[config.mk]
export PLATFORM = sky130hd
export DESIGN_NAME = spm_stream_ctrl_flat
export DESIGN_NICKNAME = d
export VERILOG_FILES = /design/src/rtl/spm_stream_ctrl_if.sv /design/src/rtl/spm_stream_ctrl.sv /design/src/flat_wrapper.sv
export SDC_FILE = /design/constraint.sdc
export NUM_CORES = 1
export LEC_CHECK = 0
export ABC_CLOCK_PERIOD_IN_PS = 3490
export CAP_MARGIN = 15
export CORE_ASPECT_RATIO = 1.4
export CORE_UTILIZATION = 47
export DETAILED_ROUTE_END_ITERATION = 7
export HOLD_SLACK_MARGIN = 0.06
export PLACE_DENSITY_LB_ADDON = 0.12
export SYNTH_ARGS = -nofsm -noshare
export SYNTH_HDL_FRONTEND = slang
export SYNTH_SLANG_ARGS = --single-unit
[constraint.sdc]
create_clock -name clk -period 3.49 [get_ports clk]
set_input_delay 0.5235 -clock clk [delete_from_list [all_inputs] [get_ports clk]]
set_output_delay 0.5235 -clock clk [all_outputs]
set_load 0.05 [all_outputs]
[src/rtl/spm_stream_ctrl_if.sv]
// ============================================================================
// Module      : spm_stream_ctrl_if
// Description : Input stream, output stream and RAM pin bundle for spm_stream_ctrl.
// Revision    : 1.0 - initial release
// ============================================================================
`default_nettype none

interface spm_stream_ctrl_if #(
  parameter int DATA_W = 8,
  parameter int ADDR_W = 4
);
  logic [DATA_W-1:0] in_data;
  logic              in_valid;
  logic              in_last;
  logic              in_ready;
  logic [DATA_W-1:0] out_data;
  logic              out_valid;
  logic              out_last;
  logic              out_ready;
  logic [DATA_W-1:0] mem_data;
  logic [ADDR_W-1:0] mem_addr;
  logic              mem_we;
  logic [DATA_W-1:0] mem_q;
  logic              busy;

  // Controller side
  modport master (
    input  in_data, in_valid, in_last, out_ready, mem_q,
    output in_ready, out_data, out_valid, out_last,
           mem_data, mem_addr, mem_we, busy
  );

  // Environment side: stream source/sink and RAM
  modport slave (
    output in_data, in_valid, in_last, out_ready, mem_q,
    input  in_ready, out_data, out_valid, out_last,
           mem_data, mem_addr, mem_we, busy
  );
endinterface

`default_nettype wire

[src/rtl/spm_stream_ctrl.sv]
// ============================================================================
// Module      : spm_stream_ctrl
// Description : Buffers one frame (<= 2**ADDR_W words) from a valid/ready stream
//               into a single-port RAM and replays it on an output stream.
//               Define SPM_STREAM_REVERSE_EN to replay the frame in LIFO order.
// Revision    : 1.0 - initial release
// ============================================================================
`default_nettype none

module spm_stream_ctrl #(
  parameter int DATA_W = 8,
  parameter int ADDR_W = 4
) (
  input  logic               clk,
  input  logic               rst_n,
  spm_stream_ctrl_if.master  bus
);

  localparam logic [ADDR_W-1:0] c_ptr_one     = ADDR_W'(1);
  localparam logic [ADDR_W:0]   c_len_one     = (ADDR_W+1)'(1);
  localparam logic [ADDR_W:0]   c_len_full_m1 = (ADDR_W+1)'((1 << ADDR_W) - 1);

  typedef enum logic [1:0] {
    S_IDLE  = 2'd0,
    S_FILL  = 2'd1,
    S_PRIME = 2'd2,
    S_DRAIN = 2'd3
  } state_t;

  state_t            r_state;
  logic [ADDR_W-1:0] r_wr_ptr;
  logic [ADDR_W-1:0] r_rd_ptr;
  logic [ADDR_W:0]   r_len;
  logic              r_out_valid;
  logic              r_busy;

  logic              w_in_ready;
  logic              w_accept;
  logic              w_frame_end;
  logic              w_fire;
  logic              w_at_end;
  logic [ADDR_W-1:0] w_rd_next;
  logic [ADDR_W-1:0] w_rd_start;
  logic [ADDR_W-1:0] w_mem_addr;
  logic [DATA_W-1:0] w_rd_data;

  // Gated by rst_n so nothing is accepted or written while reset is held.
  assign w_in_ready  = rst_n & ((r_state == S_IDLE) | (r_state == S_FILL));
  assign w_accept    = bus.in_valid & w_in_ready;
  assign w_frame_end = bus.in_last | (r_len == c_len_full_m1);
  assign w_fire      = r_out_valid & bus.out_ready;

`ifdef SPM_STREAM_REVERSE_EN
  assign w_at_end   = (r_rd_ptr == '0);
  assign w_rd_next  = r_rd_ptr - c_ptr_one;
  assign w_rd_start = r_len[ADDR_W-1:0] - c_ptr_one;
`else
  logic [ADDR_W:0] w_len_m1;
  assign w_len_m1   = r_len - c_len_one;
  assign w_at_end   = ({1'b0, r_rd_ptr} == w_len_m1);
  assign w_rd_next  = r_rd_ptr + c_ptr_one;
  assign w_rd_start = '0;
`endif

  // The RAM registers its address, so the next read address must be presented
  // in the same cycle the current word is consumed.
  always_comb begin
    w_mem_addr = r_wr_ptr;
    case (r_state)
      S_IDLE, S_FILL: w_mem_addr = r_wr_ptr;
      S_PRIME:        w_mem_addr = w_rd_start;
      S_DRAIN:        w_mem_addr = w_fire ? w_rd_next : r_rd_ptr;
      default:        w_mem_addr = r_wr_ptr;
    endcase
  end

  always_ff @(posedge clk or negedge rst_n) begin
    if (!rst_n) begin
      r_state     <= S_IDLE;
      r_wr_ptr    <= '0;
      r_rd_ptr    <= '0;
      r_len       <= '0;
      r_out_valid <= 1'b0;
      r_busy      <= 1'b0;
    end else begin
      case (r_state)
        S_IDLE, S_FILL: begin
          if (w_accept) begin
            r_wr_ptr <= r_wr_ptr + c_ptr_one;
            r_len    <= r_len + c_len_one;
            r_busy   <= 1'b1;
            r_state  <= w_frame_end ? S_PRIME : S_FILL;
          end
        end
        S_PRIME: begin
          r_rd_ptr    <= w_rd_start;
          r_out_valid <= 1'b1;
          r_state     <= S_DRAIN;
        end
        S_DRAIN: begin
          if (w_fire) begin
            r_rd_ptr <= w_rd_next;
            if (w_at_end) begin
              r_out_valid <= 1'b0;
              r_wr_ptr    <= '0;
              r_len       <= '0;
              r_busy      <= 1'b0;
              r_state     <= S_IDLE;
            end
          end
        end
        default: begin
          r_out_valid <= 1'b0;
          r_busy      <= 1'b0;
          r_state     <= S_IDLE;
        end
      endcase
    end
  end

  assign w_rd_data     = bus.mem_q;
  assign bus.in_ready  = w_in_ready;
  assign bus.mem_we    = w_accept;
  assign bus.mem_data  = bus.in_data;
  assign bus.mem_addr  = w_mem_addr;
  assign bus.out_data  = w_rd_data;
  assign bus.out_valid = r_out_valid;
  assign bus.out_last  = r_out_valid & w_at_end;
  assign bus.busy      = r_busy;

endmodule

`default_nettype wire

[src/flat_wrapper.sv]
// flat-port wrapper written by rule: the top's interface ports become plain ports
module spm_stream_ctrl_flat 
#(
  parameter int DATA_W = 8,
  parameter int ADDR_W = 4
)
  (clk, rst_n, bus_in_data, bus_in_valid, bus_in_last, bus_out_ready, bus_mem_q, bus_in_ready, bus_out_data, bus_out_valid, bus_out_last, bus_mem_data, bus_mem_addr, bus_mem_we, bus_busy);
  spm_stream_ctrl_if #(.DATA_W(DATA_W), .ADDR_W(ADDR_W)) bus_i ();
  input  logic clk;
  input  logic rst_n;
  input wire logic [$bits(bus_i.in_data)-1:0] bus_in_data;
  input wire logic [$bits(bus_i.in_valid)-1:0] bus_in_valid;
  input wire logic [$bits(bus_i.in_last)-1:0] bus_in_last;
  input wire logic [$bits(bus_i.out_ready)-1:0] bus_out_ready;
  input wire logic [$bits(bus_i.mem_q)-1:0] bus_mem_q;
  output wire logic [$bits(bus_i.in_ready)-1:0] bus_in_ready;
  output wire logic [$bits(bus_i.out_data)-1:0] bus_out_data;
  output wire logic [$bits(bus_i.out_valid)-1:0] bus_out_valid;
  output wire logic [$bits(bus_i.out_last)-1:0] bus_out_last;
  output wire logic [$bits(bus_i.mem_data)-1:0] bus_mem_data;
  output wire logic [$bits(bus_i.mem_addr)-1:0] bus_mem_addr;
  output wire logic [$bits(bus_i.mem_we)-1:0] bus_mem_we;
  output wire logic [$bits(bus_i.busy)-1:0] bus_busy;
  assign bus_i.in_data = bus_in_data;
  assign bus_i.in_valid = bus_in_valid;
  assign bus_i.in_last = bus_in_last;
  assign bus_i.out_ready = bus_out_ready;
  assign bus_i.mem_q = bus_mem_q;
  assign bus_in_ready = bus_i.in_ready;
  assign bus_out_data = bus_i.out_data;
  assign bus_out_valid = bus_i.out_valid;
  assign bus_out_last = bus_i.out_last;
  assign bus_mem_data = bus_i.mem_data;
  assign bus_mem_addr = bus_i.mem_addr;
  assign bus_mem_we = bus_i.mem_we;
  assign bus_busy = bus_i.busy;
  spm_stream_ctrl #(.DATA_W(DATA_W), .ADDR_W(ADDR_W)) u_core (.clk(clk), .rst_n(rst_n), .bus(bus_i));
endmodule
==> out/qor.tcl, run 1 <==
set qor(mostFrequentLayoutCell) {sky130_fd_sc_hd__dfrtp_1}
set qor(dp_cells) 164
set qor(report.power.total_uw) 1335
set qor(vias) 933
set qor(postSynthCellCount) 138
set qor(grt_start_max_net_pins) 22
set qor(global_route_wire_length_before_repair_um) 4284
set qor(cts_tree) {built}
set qor(internal_power_uw) 672.5
set qor(cp_max_fo) 6
set qor(final_layout_size_suffix_gt1_share_pct) 10.45
set qor(grt_setup_unrepaired) {false}
set qor(crit-reg2reg-capture) {u_core.r_len[0]}
set qor(hold_path.startpoint) {u_core.bus.busy}
set qor(detailed_route_iter0_violations) 30
set qor(floorplan.initialDensity_pct) 50.49
set qor(drt_pre_antenna_iters) 4
set qor(cts-hold-fix-buffers) 0
set qor(area_post_placement_mm2) 0.001272
set qor(slew_violations) 0
set qor(synthDistinctLibCells) 39
set qor(root_buffer) {sky130_fd_sc_hd__clkbuf_4}
set qor(antenna_found_initial) 0
set qor(routed_wire_length_per_instance_um) 14.78
set qor(dieWidth_um) 45.30
set qor(placement_rows) 21
set qor(clock_power_share_pct) 7.8
set qor(cts-htree-levels) 1
set qor(routabilityCongestion) 0.8108
set qor(antenna_cells) 0
set qor(ios) 46
set qor(delay_of_the_slowest_critical_path_stage_ns) 0.79
set qor(first_global_vias) 973
set qor(worst-path-stages) 7
set qor(final_cells) 168
set qor(core_area_mm2) 0.002444
set qor(buffer_ports.inserted) 13
set qor(timing.final.crit_share_pct) 94.80
set qor(nets) 161
set qor(final_area_mm2) 0.001299
set qor(setup_tns_ns) 0
set qor(clock.fmax_ghz) 0.3023
set qor(globalRouteTotalUtil_pct) 19.54
set qor(ctsLongestPathBuffers) 2
set qor(cts_buffers) 3
set qor(slew-limit-headroom_pct) 63.68
set qor(synth.net_count) 164
set qor(min_path_type) {reg2reg}
set qor(ant_nets) 0
set qor(die_height_um) 62.62
set qor(whs_path_depth) 1
set qor(worstSkewPairLatency_ns) 0.28
set qor(mappedNetlistArea_mm2) 0.001234
set qor(routed_wl_um) 2483
set qor(finalClockSkew_ns) 0.005073
set qor(synth.yosys.warnings) 0
set qor(power.switching_fraction_pct) 49.64
set qor(critPathSlowestCell) {sky130_fd_sc_hd__clkdlybuf4s50_1}
set qor(timing.rr.start) {u_core.r_len[0]}
set qor(number_of_sinks_driven_by_the_clock_tree) 17
set qor(critical_path_s_top_delay_family) {buffers and inverters}
set qor(setup.worst_path.start_class) {flop}
set qor(p_sw_uw) 662.8
set qor(pwr-share-comb_pct) 59.8
set qor(globalRoute.totalOverflow) 0
set qor(die_area_mm2) 0.002837
set qor(dominantRegCellSynth) {sky130_fd_sc_hd__dfrtp_1}
set qor(maxCapViolations) 0
set qor(synth-async-reset-ratio_pct) 100.0
set qor(final_cell_mix) {sky130_fd_sc_hd__dfrtp_1 (17), sky130_fd_sc_hd__inv_1 (13), sky130_fd_sc_hd__nand2_1 (13)}
set qor(finalSetupViolations) 0
set qor(post_cts_resize_count) 0
set qor(drc) 0
set qor(end_kind) {output port}
set qor(reg2reg_depth) 7
set qor(path_class) {reg2out}
set qor(irDropWorstVdd_mv) 0.5608
set qor(critical_path_required_ns) 2.97
set qor(postSynthRegisterBits) 17
set qor(p_leak_uw) 0.0005769
set qor(cp_cell_sequence) {inv_1, ha_1, o21ba_1, a221oi_2, o2111a_2, and2_2, clkdlybuf4s50_1}
set qor(cts_setup_buffers) 0
set qor(worstHoldEndpoint) {u_core.bus.busy}
set qor(final.min_clock_period_ns) 3.308
set qor(max_slew.worst_pin.slew_ns) 0.5448
set qor(clk_pin_slew_worst_paths_ns) 0.10
set qor(critical_path_arrival_ns) 2.78
set qor(r2r_setup_slack_ns) 1.44
set qor(worst-path-buf-inv) 2
set qor(routed_via_density) 5.554
set qor(synth_edf_count) 0
set qor(flow.area_growth_from_synthesis_pct) 5.274
set qor(synth-seq-area-share_pct) 34.48
set qor(power_density_mw_per_mm2) 1028
set qor(timing_hold_violations_final) 0
set qor(seq_power_share_pct) 32.5
set qor(detailedPlacementHpwl_um) 1897
set qor(postSynthAreaPerCell_um2) 8.940
set qor(status) {finished, final reports clean}
## layer usage
metal  vias up  share of wire (%)  GRT usage, %
met5         -                  0             0
met4         0               0.81         6.061
met3         2                5.9         4.046
met2        38                 48         30.07
met1       447                 45         26.95
li1        446                  -             -
## cell type report
| type | count | area [um2] |
|---|---|---|
| multi-input combinational | 85 | 600.6 |
| fill | 217 | 1145 |
| clock buffer | 4 | 26.28 |
| tap | 34 | 42.54 |
| inverter | 13 | 48.80 |
| timing repair buffer | 15 | 155.1 |
| sequential | 17 | 425.4 |
## worst reg2reg max path, cell delays in order, from the launching register on
cell	delay [ns]
sky130_fd_sc_hd__dfrtp_1	0.48
sky130_fd_sc_hd__inv_1	0.07
sky130_fd_sc_hd__ha_1	0.25
sky130_fd_sc_hd__o21ba_1	0.19
sky130_fd_sc_hd__a221oi_2	0.27
sky130_fd_sc_hd__o2111a_2	0.29
sky130_fd_sc_hd__a21oi_4	0.11
sky130_fd_sc_hd__mux2_4	0.27
## power by group through the flow
stage          Sequential [uW]  Combinational, uW  Clock [uW]
6_report                   434                798         104
5_1_grt                    452                872         114
4_1_cts                    433                801         105
3_5_place_dp               435                797           0
3_3_place_gp               435                790           0
2_1_floorplan              372                711           0
## kinds of logic (layout without fill, tap and decap cells)
kind of cell | after synthesis | count (layout) | share of synthesized area (%)
buffers and inverters | 36 | 32 | 16.83
xor gates and xnor gates | 10 | 10 | 7.100
and+or+nand+nor | 38 | 38 | 15.52
DFF | 17 | 17 | 34.48
AOI/OAI and AO/OA | 30 | 30 | 18.56
muxes | 2 | 2 | 2.434
adders and majority gates | 5 | 5 | 5.071
## Yosys cell counts (all sizes together), types with 2 or more instances
library cell / number / area, um2
o21ai: 7 / 35.03
buf: 19 / 143.9
xor2: 3 / 26.28
a31o: 2 / 17.52
o22ai: 3 / 18.77
ha: 5 / 62.56
and2: 4 / 26.28
nand2: 13 / 48.80
clkbuf: 4 / 15.01
inv: 13 / 48.80
nor2: 3 / 11.26
nor4: 2 / 12.51
nand3: 7 / 35.03
a21oi: 5 / 36.29
mux2: 2 / 30.03
dfrtp: 17 / 425.4
a22o: 4 / 37.54
and3: 3 / 18.77
xnor2: 7 / 61.31
## stage by stage
stage                     utilization [%]  hold WS (ns)  worst slack (ns)
after floorplan                         -        0.2279            0.8869
after global placement              52.07        0.4661            0.4197
after detailed placement            52.07        0.4801            0.3964
after CTS                           53.15        0.5078            0.1586
after global routing                53.15        0.5463           0.04442
final                               53.15        0.5025            0.1816
## worst max-delay path by stage
stage / startpoint / endpoint
floorplan: rst_n / bus_mem_we
global placement: bus_out_ready / bus_mem_addr[2]
detailed placement: bus_out_ready / bus_mem_addr[3]
CTS: u_core.r_len[0] / bus_out_last
global route: u_core.r_len[0] / bus_out_last
finish: u_core.r_len[0] / bus_out_last
## registers in the layout, indices dropped and copies added, names as in the netlist
register,count
u_core.bus.busy,1
u_core.bus.out_valid,1
u_core.r_len,5
u_core.r_rd_ptr,4
u_core.r_state,2
u_core.r_wr_ptr,4
(Power assumes the default switching activity.)
==> inputs of run 2 (changes only) <==
Settings changed: ABC_CLOCK_PERIOD_IN_PS 3490 to 2700, CAP_MARGIN 15 to 20, CORE_UTILIZATION 47 to 40.
Clock period 3.49 ns to 2.7 ns, I/O delays scaled along.
==> run 2 against run 1 <==
Net effect:
- critical path depth is the same
- worst setup slack gained 0.079 ns
- non-clock buffer count grew 1
- cell count grew 2.4%
- largest power group unchanged
- highest routed layer unchanged
==> out/qor.tcl, run 2 (synthesis results as in run 1) <==
set qor(status) {finished, final reports clean}
set qor(drc) 0 ;# unchanged
set qor(slew_violations) 0 ;# unchanged
set qor(power.switching_fraction_pct) 46.02 ;# -3.6 points
set qor(clock_power_share_pct) 9.7 ;# +1.9 points
set qor(slew-limit-headroom_pct) 61.73 ;# -1.9 points
set qor(reg2reg_depth) 7 ;# unchanged
set qor(die_height_um) 67.71 ;# +8.1%
set qor(clock.fmax_ghz) 0.4100
set qor(detailedPlacementHpwl_um) 1850 ;# -2.5%
set qor(cts_tree) {built}
set qor(drt_pre_antenna_iters) 4 ;# unchanged
set qor(irDropWorstVdd_mv) 1.150 ;# +110%
set qor(whs_path_depth) 1 ;# unchanged
set qor(end_kind) {output port}
set qor(die_area_mm2) 0.003313 ;# +17%
set qor(power_density_mw_per_mm2) 1409 ;# +37%
set qor(max_slew.worst_pin.slew_ns) 0.5740 ;# +0.02917 ns
set qor(flow.area_growth_from_synthesis_pct) 12.58
set qor(root_buffer) {sky130_fd_sc_hd__clkbuf_8}
set qor(crit-reg2reg-capture) {u_core.r_wr_ptr[0]}
set qor(filler_cell_count) 275 ;# +27%
set qor(largest_reg_flops) 5 ;# unchanged
set qor(routed_wl_um) 2483 ;# unchanged
set qor(pwr-share-comb_pct) 62.1 ;# +2.3 points
set qor(grt_setup_unrepaired) {false}
set qor(ctsLongestPathBuffers) 2 ;# unchanged
set qor(worstSkewPairLatency_ns) 0.25 ;# -0.03 ns
set qor(final_cell_mix) {sky130_fd_sc_hd__dfrtp_1 (17), sky130_fd_sc_hd__inv_1 (13), sky130_fd_sc_hd__nand2_1 (13)}
set qor(p_sw_uw) 900.7 ;# +36%
set qor(r2r_setup_slack_ns) 0.74 ;# -0.70 ns
set qor(buffer_ports.inserted) 13 ;# unchanged
set qor(routed_via_density) 5.331 ;# -4.0%
set qor(final_layout_size_suffix_gt1_share_pct) 15.56 ;# +5.1 points
set qor(ant_nets) 0 ;# unchanged
set qor(delay_of_the_slowest_critical_path_stage_ns) 0.43 ;# -0.36 ns
set qor(reg_top3) {u_core.r_len x5, u_core.r_rd_ptr x4, u_core.r_wr_ptr x4}
set qor(seq_power_share_pct) 28.2 ;# -4.3 points
set qor(finalSetupViolations) 0 ;# unchanged
set qor(antenna_cells) 0 ;# unchanged
set qor(cp_cell_sequence) {inv_1, ha_1, o21ba_1, a221oi_2, o2111a_2, and2_2, buf_12}
set qor(globalRoute.totalOverflow) 0 ;# unchanged
set qor(worst-path-buf-inv) 2 ;# unchanged
set qor(vias) 917 ;# -1.7%
set qor(globalRouteTotalUtil_pct) 16.06 ;# -3.5 points
set qor(clk_pin_slew_worst_paths_ns) 0.07 ;# -0.03 ns
set qor(cts-hold-fix-buffers) 0 ;# unchanged
set qor(ios) 46 ;# unchanged
set qor(cts_buffers) 3 ;# unchanged
set qor(timing_hold_violations_final) 0 ;# unchanged
set qor(floorplan.initialDensity_pct) 42.45 ;# -8.0 points
set qor(critical_path_arrival_ns) 2.03 ;# -0.75 ns
set qor(min_path_type) {reg2reg}
set qor(post_cts_resize_count) 0 ;# unchanged
set qor(first_global_vias) 870 ;# -11%
set qor(detailed_route_iter0_violations) 25 ;# -17%
set qor(cts-htree-levels) 1 ;# unchanged
set qor(antenna_found_initial) 0 ;# unchanged
set qor(worstHoldEndpoint) {u_core.bus.busy}
set qor(routabilityCongestion) 0.8484 ;# +4.6%
set qor(area_occupied_by_multi_input_gates_um2) 600.6 ;# unchanged
set qor(path_class) {reg2out}
set qor(cp_max_fo) 5 ;# -1
set qor(hold_path.startpoint) {u_core.bus.busy}
set qor(setup.worst_path.start_class) {flop}
set qor(finalClockSkew_ns) 0.0008286 ;# -0.004245 ns
set qor(dieWidth_um) 48.94 ;# +8.0%
set qor(routed_wire_length_per_instance_um) 14.44 ;# -2.3%
set qor(timing.final.crit_share_pct) 90.34
set qor(grt_start_max_net_pins) 22 ;# unchanged
set qor(placement_rows) 23 ;# +9.5%
set qor(number_of_sinks_driven_by_the_clock_tree) 17 ;# unchanged
set qor(timing.rr.start) {u_core.r_len[1]}
set qor(critical_path_required_ns) 2.30 ;# -0.67 ns
set qor(nets) 162 ;# +0.62%
set qor(finish.utilization_pct) 47.78 ;# -5.4 points
set qor(global_route_wire_length_before_repair_um) 3960 ;# -7.6%
set qor(mostFrequentLayoutCell) {sky130_fd_sc_hd__dfrtp_1}
set qor(core_area_mm2) 0.002907 ;# +19%
set qor(ff_latch_area_um2) 425.4 ;# unchanged
set qor(setup_tns_ns) 0 ;# unchanged
set qor(critical_path_s_top_delay_family) {compound AO/OA/AOI/OAI gates}
set qor(internal_power_uw) 1057 ;# +57%
set qor(critPathSlowestCell) {sky130_fd_sc_hd__dfrtp_1}
set qor(p_leak_uw) 0.0006205 ;# +7.6%
set qor(final.min_clock_period_ns) 2.439
set qor(top_register) {u_core.r_len}
set qor(cts_setup_buffers) 0 ;# unchanged
set qor(maxCapViolations) 0 ;# unchanged
## run 2: worst max-delay path by stage
| stage | from | endpoint | slack [ns] | cells past startpoint |
|---|---|---|---|---|
| finish | u_core.r_len[1] | bus_out_last | 0.26 | 7 |
| global route | u_core.r_len[1] | bus_out_last | 0.15 | 7 |
| CTS | u_core.r_len[1] | bus_out_last | 0.25 | 7 |
| detailed placement | bus_out_ready | bus_mem_addr[3] | 0.34 | 6 |
| global placement | bus_out_ready | bus_mem_addr[3] | 0.34 | 6 |
| floorplan | u_core.bus.out_valid | bus_mem_addr[3] | 0.24 | 4 |
## run 2: power by group through the flow
stage	sequential (uW)	combinational (uW)	clock, uW
final	552	1220	189
after floorplan	481	919	0
after global placement	554	1220	0
after detailed placement	555	1220	0
after CTS	551	1230	192
after global routing	574	1290	209
## run 2: metrics by stage
step | total power (uW) | hold slack [ns] | cell area, um2 | setup slack (ns) | std cells
finish | 1957 | 0.5038 | 1389 | 0.2608 | 172
global route | 2078 | 0.5439 | 1389 | 0.1486 | 172
detailed placement | 1777 | 0.4925 | 1344 | 0.3440 | 168
CTS | 1973 | 0.5122 | 1389 | 0.2452 | 172
global placement | 1774 | 0.4688 | 1344 | 0.3383 | 168
floorplan | 1400 | 0.1094 | 1234 | 0.2427 | 138
## run 2: layout make-up
| cell class | count | share of cell area (%) |
|---|---|---|
| Inverter | 13 | 3.514 |
| Tap cell | 37 | 3.333 |
| Timing Repair Buffer | 16 | 16.04 |
| Sequential cell | 17 | 30.63 |
| Clock buffer | 4 | 3.243 |
| Multi-Input combinational cell | 85 | 43.24 |
## run 2: layer usage
metal,up-vias,global-route usage (%),routed length (um)
met1,435,18.98,1156
met5,-,0,0
met3,4,3.378,135
met2,29,27.60,1170
met4,0,8.088,21
li1,449,-,-
## run 2: worst reg2reg max path: stages (launching register included)
cell and delay (ns):
sky130_fd_sc_hd__dfrtp_1 0.43, sky130_fd_sc_hd__inv_1 0.06, sky130_fd_sc_hd__ha_1 0.22, sky130_fd_sc_hd__o21ba_1 0.19
sky130_fd_sc_hd__a221oi_2 0.25, sky130_fd_sc_hd__o2111a_2 0.30, sky130_fd_sc_hd__a21oi_4 0.11, sky130_fd_sc_hd__mux2_4 0.28
